[src/rtl/score_keeper.sv]
// score_keeper: game state machine, BCD score, countdown timer and
// seven-segment encoding for the pinball screen renderer.
// Optional feature macro: SCORE_KEEPER_BONUS_EN (each hundreds crossing
// of the score while running adds 5 seconds, saturating at 99).
module score_keeper #(
  parameter int TICK_DIV     = 50000000,
  parameter int GAME_SECONDS = 60,
  parameter int BIG_POINTS   = 5
) (
  input  logic        clk,
  input  logic        rst,
  input  logic        startbutton,
  input  logic [3:0]  hit,
  output logic [11:0] score_bcd,
  output logic [7:0]  time_bcd,
  output logic [20:0] score_seg,
  output logic [13:0] time_seg,
  output logic [1:0]  state,
  output logic        game_over
);

  typedef enum logic [1:0] {
    S_IDLE  = 2'd0,
    S_RUN   = 2'd1,
    S_PAUSE = 2'd2,
    S_OVER  = 2'd3
  } state_t;

  localparam int                TICK_W    = (TICK_DIV > 2) ? $clog2(TICK_DIV) : 1;
  localparam logic [TICK_W-1:0] TICK_LAST = TICK_W'(TICK_DIV - 1);
  localparam logic [7:0]        TIME_INIT = {4'(GAME_SECONDS / 10), 4'(GAME_SECONDS % 10)};
  localparam logic [3:0]        BIG       = 4'(BIG_POINTS);

  // Standard a..g pattern, bit0 = a; codes above 9 render blank.
  function automatic logic [6:0] seg7(input logic [3:0] d);
    case (d)
      4'd0:    seg7 = 7'b0111111;
      4'd1:    seg7 = 7'b0000110;
      4'd2:    seg7 = 7'b1011011;
      4'd3:    seg7 = 7'b1001111;
      4'd4:    seg7 = 7'b1100110;
      4'd5:    seg7 = 7'b1101101;
      4'd6:    seg7 = 7'b1111101;
      4'd7:    seg7 = 7'b0000111;
      4'd8:    seg7 = 7'b1111111;
      4'd9:    seg7 = 7'b1101111;
      default: seg7 = 7'b0000000;
    endcase
  endfunction

  state_t              r_state;
  state_t              w_state_next;
  logic [TICK_W-1:0]   r_tick;
  logic [3:0]          r_hit_q;
  logic [11:0]         r_score;
  logic [7:0]          r_time;
  logic [20:0]         r_score_seg;
  logic [13:0]         r_time_seg;
  logic                r_game_over;

  // Hit edges and points awarded this cycle (0 .. 2 + 2*BIG_POINTS).
  logic [3:0] w_rise;
  logic [4:0] w_points;
  logic [3:0] w_add_tens;
  logic [3:0] w_add_ones;

  assign w_rise   = hit & ~r_hit_q;
  assign w_points = {4'd0, w_rise[0]} + {4'd0, w_rise[1]}
                  + (w_rise[2] ? {1'b0, BIG} : 5'd0)
                  + (w_rise[3] ? {1'b0, BIG} : 5'd0);

  // Split the binary point count into a two-digit BCD addend.
  // NOTE: every output of a combinational block gets a default first so no latch can be inferred.
  always_comb begin
    w_add_tens = 4'd0;
    w_add_ones = w_points[3:0];
    if (w_points >= 5'd20) begin
      w_add_tens = 4'd2;
      w_add_ones = 4'(w_points - 5'd20);
    end else if (w_points >= 5'd10) begin
      w_add_tens = 4'd1;
      w_add_ones = 4'(w_points - 5'd10);
    end
  end

  // Three-digit BCD adder with per-digit carry, saturating at 999.
  logic [4:0]  w_d0_raw, w_d1_raw, w_d2_raw;
  logic        w_c0, w_c1;
  logic [3:0]  w_d0, w_d1;
  logic [11:0] w_score_sum;

  assign w_d0_raw    = {1'b0, r_score[3:0]} + {1'b0, w_add_ones};
  assign w_c0        = (w_d0_raw > 5'd9);
  assign w_d0        = w_c0 ? 4'(w_d0_raw - 5'd10) : w_d0_raw[3:0];
  assign w_d1_raw    = {1'b0, r_score[7:4]} + {1'b0, w_add_tens} + {4'd0, w_c0};
  assign w_c1        = (w_d1_raw > 5'd9);
  assign w_d1        = w_c1 ? 4'(w_d1_raw - 5'd10) : w_d1_raw[3:0];
  assign w_d2_raw    = {1'b0, r_score[11:8]} + {4'd0, w_c1};
  assign w_score_sum = (w_d2_raw > 5'd9) ? 12'h999 : {w_d2_raw[3:0], w_d1, w_d0};

  // Countdown: BCD decrement on each tick wrap while running.
  logic       w_wrap;
  logic [7:0] w_time_dec;
  logic [7:0] w_time_run;
  logic [7:0] w_time_next;

  assign w_wrap     = (r_state == S_RUN) && (r_tick == TICK_LAST);
  assign w_time_dec = (r_time[3:0] == 4'd0) ? {r_time[7:4] - 4'd1, 4'd9}
                                            : {r_time[7:4], r_time[3:0] - 4'd1};
  assign w_time_run = w_wrap ? w_time_dec : r_time;

`ifdef SCORE_KEEPER_BONUS_EN
  // A hundreds crossing adds 5 s after any decrement, so a crossing on the
  // edge that would load 00 keeps the game running.
  logic       w_bonus;
  logic [4:0] w_p5_ones;
  logic [3:0] w_p5_tens;
  logic [7:0] w_time_p5;

  assign w_bonus   = (w_score_sum[11:8] != r_score[11:8]);
  assign w_p5_ones = {1'b0, w_time_run[3:0]} + 5'd5;
  assign w_p5_tens = (w_p5_ones > 5'd9) ? w_time_run[7:4] + 4'd1 : w_time_run[7:4];
  assign w_time_p5 = (w_p5_tens > 4'd9) ? 8'h99
                   : {w_p5_tens, (w_p5_ones > 5'd9) ? 4'(w_p5_ones - 5'd10) : w_p5_ones[3:0]};
  assign w_time_next = w_bonus ? w_time_p5 : w_time_run;
`else
  assign w_time_next = w_time_run;
`endif

  // Next-state logic for the game FSM.
  always_comb begin
    w_state_next = r_state;
    case (r_state)
      S_IDLE:  if (startbutton) w_state_next = S_RUN;
      S_RUN: begin
        if (w_time_next == 8'h00) w_state_next = S_OVER;
        else if (!startbutton)    w_state_next = S_PAUSE;
      end
      S_PAUSE: if (startbutton)  w_state_next = S_RUN;
      S_OVER:  if (!startbutton) w_state_next = S_IDLE;
      default: w_state_next = S_IDLE;
    endcase
  end

  // State register and registered game_over flag.
  // NOTE: sequential state uses non-blocking assignments so every register samples pre-edge values.
  always_ff @(posedge clk) begin
    if (rst) begin
      r_state     <= S_IDLE;
      r_game_over <= 1'b0;
    end else begin
      r_state     <= w_state_next;
      r_game_over <= (w_state_next == S_OVER);
    end
  end

  // Datapath: hit history, tick counter, score, time and segment masks.
  always_ff @(posedge clk) begin
    if (rst) begin
      r_tick      <= '0;
      r_hit_q     <= 4'd0;
      r_score     <= 12'h000;
      r_time      <= TIME_INIT;
      r_score_seg <= {seg7(4'd0), seg7(4'd0), seg7(4'd0)};
      r_time_seg  <= {seg7(TIME_INIT[7:4]), seg7(TIME_INIT[3:0])};
    end else begin
      r_hit_q     <= hit;
      r_score_seg <= {seg7(r_score[11:8]), seg7(r_score[7:4]), seg7(r_score[3:0])};
      r_time_seg  <= {seg7(r_time[7:4]), seg7(r_time[3:0])};
      case (r_state)
        S_IDLE: r_tick <= '0;
        S_RUN: begin
          r_tick  <= w_wrap ? '0 : r_tick + 1'b1;
          r_score <= w_score_sum;
          r_time  <= w_time_next;
        end
        S_OVER: begin
          if (!startbutton) begin
            r_score <= 12'h000;
            r_time  <= TIME_INIT;
          end
        end
        default: ;
      endcase
    end
  end

  assign score_bcd = r_score;
  assign time_bcd  = r_time;
  assign score_seg = r_score_seg;
  assign time_seg  = r_time_seg;
  assign state     = r_state;
  assign game_over = r_game_over;

endmodule

[config.mk]
export PLATFORM = sky130hd
export DESIGN_NAME = score_keeper
export DESIGN_NICKNAME = d
export VERILOG_FILES = /design/src/rtl/score_keeper.sv
export SDC_FILE = /design/constraint.sdc
export NUM_CORES = 1
export LEC_CHECK = 0
export ABC_AREA = 0
export BUFFER_PORTS_ARGS = -buffer_cell sky130_fd_sc_hd__buf_4
export CAP_MARGIN = 20
export CELL_PAD_IN_SITES_DETAIL_PLACEMENT = 0
export CELL_PAD_IN_SITES_GLOBAL_PLACEMENT = 1
export CORE_MARGIN = 2
export CORE_UTILIZATION = 35
export CTS_BUF_LIST = sky130_fd_sc_hd__clkbuf_8 sky130_fd_sc_hd__clkbuf_16
export DETAILED_ROUTE_END_ITERATION = 16
export HOLD_SLACK_MARGIN = 0.05
export PLACE_DENSITY = 0.65
export SLEW_MARGIN = 30
export SYNTH_ARGS = -nofsm -noshare
export SYNTH_HDL_FRONTEND = slang
export SYNTH_SLANG_ARGS = --single-unit
[constraint.sdc]
create_clock -name clk -period 14.8 [get_ports clk]
set_input_delay 0 -clock clk [delete_from_list [all_inputs] [get_ports clk]]
set_output_delay 0 -clock clk [all_outputs]
set_load 0.005 [all_outputs]
==> qor.csv <==
metric;value;unit
drt_iter0_markers;273;
die_y;124;um
clockBufferDepth;2;
nNetsFinal;729;
grt_pass1_vias;4338;
cp_slowest_cell;fa_1;
yosysUniqueCellTypes;60;
cp.required;15.01;ns
min_path_cells;2;
ioPinCount;65;
rsz0062_at_grt;false;
viasPerCell;5.32;
fin_ws;8.15;ns
leakagePower;2.40;nW
dp_worst_setup_slack;8.27;ns
power;0.579;mW
crit_arrival;6.85;ns
cts_max_level;3;
place_congestion;0.771;
clock_sinks;88;
cts_tree;yes;
design_area;6020;um2
port_buffers;64;
clockRootBuffer;clkbuf_16;
numCtsBuffers;9;
grt_use_total;0.180;
finalCoreUtilization;0.430;
row_count;43;
multi_input_area;3020;um2
drc;0;
syn_to_final_growth;19.1;%
clk_pin_slew_worst_paths;0.06;ns
dp_hpwl;9040;um
timing.fmax;150;MHz
stdcell_count;858;
antenna_cells;0;
wl_per_cell;15.7;um
vias;4567;
die-area;15400;um2
synth_nets;681;
maxCapViolations;0;
start_util;0.361;
fin_setup_tns;0;ns
synthArstFlopShare;0;
relSlewSlack;0.448;
synth_edf_count;0;
layout_min_cycle_time;6.65;ns
first_pass_iters;4;
cp_common_cell;ha_1;
setup_violations;0;
gr-total-overflow;0;
drv_slew;0;
cp-start-kind;input port;
skew;0.00769;ns
grt_pass1_wl;21700;um
worst_pin_slew;0.820;ns
status;completed;
whs;0.203;ns
postSynthCellCount;625;
min_path_type;input port to flop;
die_w;124;um
drive_above_1_share;0.136;
cp-end-kind;flop;
seq_area_frac_synth;0.349;
worst_skew_pair.late_latency;0.35;ns
grt_max_degree;68;
core;14000;um2
powerDensity;96.2;nW/um2
synth_ff_type;dfxtp_1;
ff2ff_path_depth;25;
postCtsSetupRepairBufs;0;
ys_warn_count;0;
seq_area;1760;um2
ys_ff_latch;88;
crit_fanout;11;
critical_path.top_delay_family;adder cells;
finalCritPeriodShare;0.449;
synth.avg_cell_area;8.08;um2
synth_top_area_frac;0.349;
antenna_found_initial;0;
routed_wl;13400;um
yosysTopAreaCell;dfxtp_1;
worst-path-buf-inv;2;
dp_cells;837;
path_depth;27;
placed_area;5630;um2
max_stage_delay;0.71;ns
synthTopCellsByArea;dfxtp_1, ha_1, a21oi_1;
worstSetupPathType;input port to flop;
ir_worst_vdd;50.1;uV
hold_viol_final;0;
synth_area;5050;um2
fillers;1423;
ant_nets;0;
worst paths after layout:
path / from / to / slack (ns)
worst max-delay path: hit[3] / score_bcd[9]$_SDFFE_PP0P_ / 8.15
worst min-delay path: rst / time_seg[8]$_SDFF_PP0_ / 0.20
worst max register to register: r_hit_q[3]$_SDFF_PP0_ / score_bcd[9]$_SDFFE_PP0P_ / 8.16
worst min register to register: r_tick[25]$_SDFFE_PP0P_ / r_tick[25]$_SDFFE_PP0P_ / 0.49
synth_stat cells, drive strengths merged (6+ instances only):
cell     n
inv     33
nor2    55
nand2   68
dfxtp   88
nand3   12
clkbuf  26
a21oi   60
and3     7
nor2b   15
ha      45
mux2i    7
nand2b   7
nand3b   7
nor3    11
nor4     6
nand4   11
or3      8
buf      8
a311oi  11
o21ai   60
power breakdown:
group / internal (mW) / total [mW] / switching, mW
logic: 0.0320 / 0.0742 / 0.0422
clock network: 0.161 / 0.255 / 0.0943
registers: 0.243 / 0.250 / 0.00674
sequential cells by signal, indices dropped and copies added (netlist names):
register,flops
time_seg,14
time_bcd,8
r_tick,26
r_hit_q,4
score_seg,21
state,2
game_over,1
score_bcd,12
kinds of logic after synthesis:
| kind of cell | Yosys count | share of synthesized area |
|---|---|---|
| AND/OR/NAND/NOR | 229 | 0.233 |
| AO/OA/AOI/OAI | 176 | 0.209 |
| flip-flops | 88 | 0.349 |
| buffers and inverters | 68 | 0.0543 |
| adder cells (fa/ha/maj) | 49 | 0.127 |
| XOR/XNOR | 8 | 0.0139 |
| multiplexers | 7 | 0.0139 |
metal layers:
| metal | vias to the layer above | share of wire | global-route usage |
|---|---|---|---|
| met1 | 2174 | 0.48 | 0.228 |
| met5 | - | 0 | 0 |
| met2 | 76 | 0.48 | 0.308 |
| met3 | 11 | 0.028 | 0.0243 |
| li1 | 2306 | - | - |
| met4 | 0 | 0.014 | 0.0695 |
layout make-up:
class                   instances  area share
clock inverters                 4      0.0112
repair buffers                 71      0.0907
multi-input cells             469       0.502
inverters                      34      0.0212
flip-flops and latches         88       0.293
clock buffers                  12      0.0443
well taps                     180      0.0374
cell usage in the layout (no fill, tap or decap), types with 8 or more instances in the layout:
cell type,netlist,final
buf_4,0,66
o21ai_0,56,56
nand2_1,68,68
a21oi_1,60,60
dfxtp_1,88,88
clkbuf_16,0,9
ha_1,45,45
nand3_1,12,12
nor2_1,55,54
nor3_1,11,11
a311oi_1,11,11
nand4_1,11,11
inv_1,33,35
nor2b_1,15,15
or3_1,8,8
repair_timing:
action,in CTS,in global routing
hold buffers,5,0
hold endpoints to repair,7,0
gates resized for setup,0,0
Note: power is estimated with default switching activity, not from simulation.
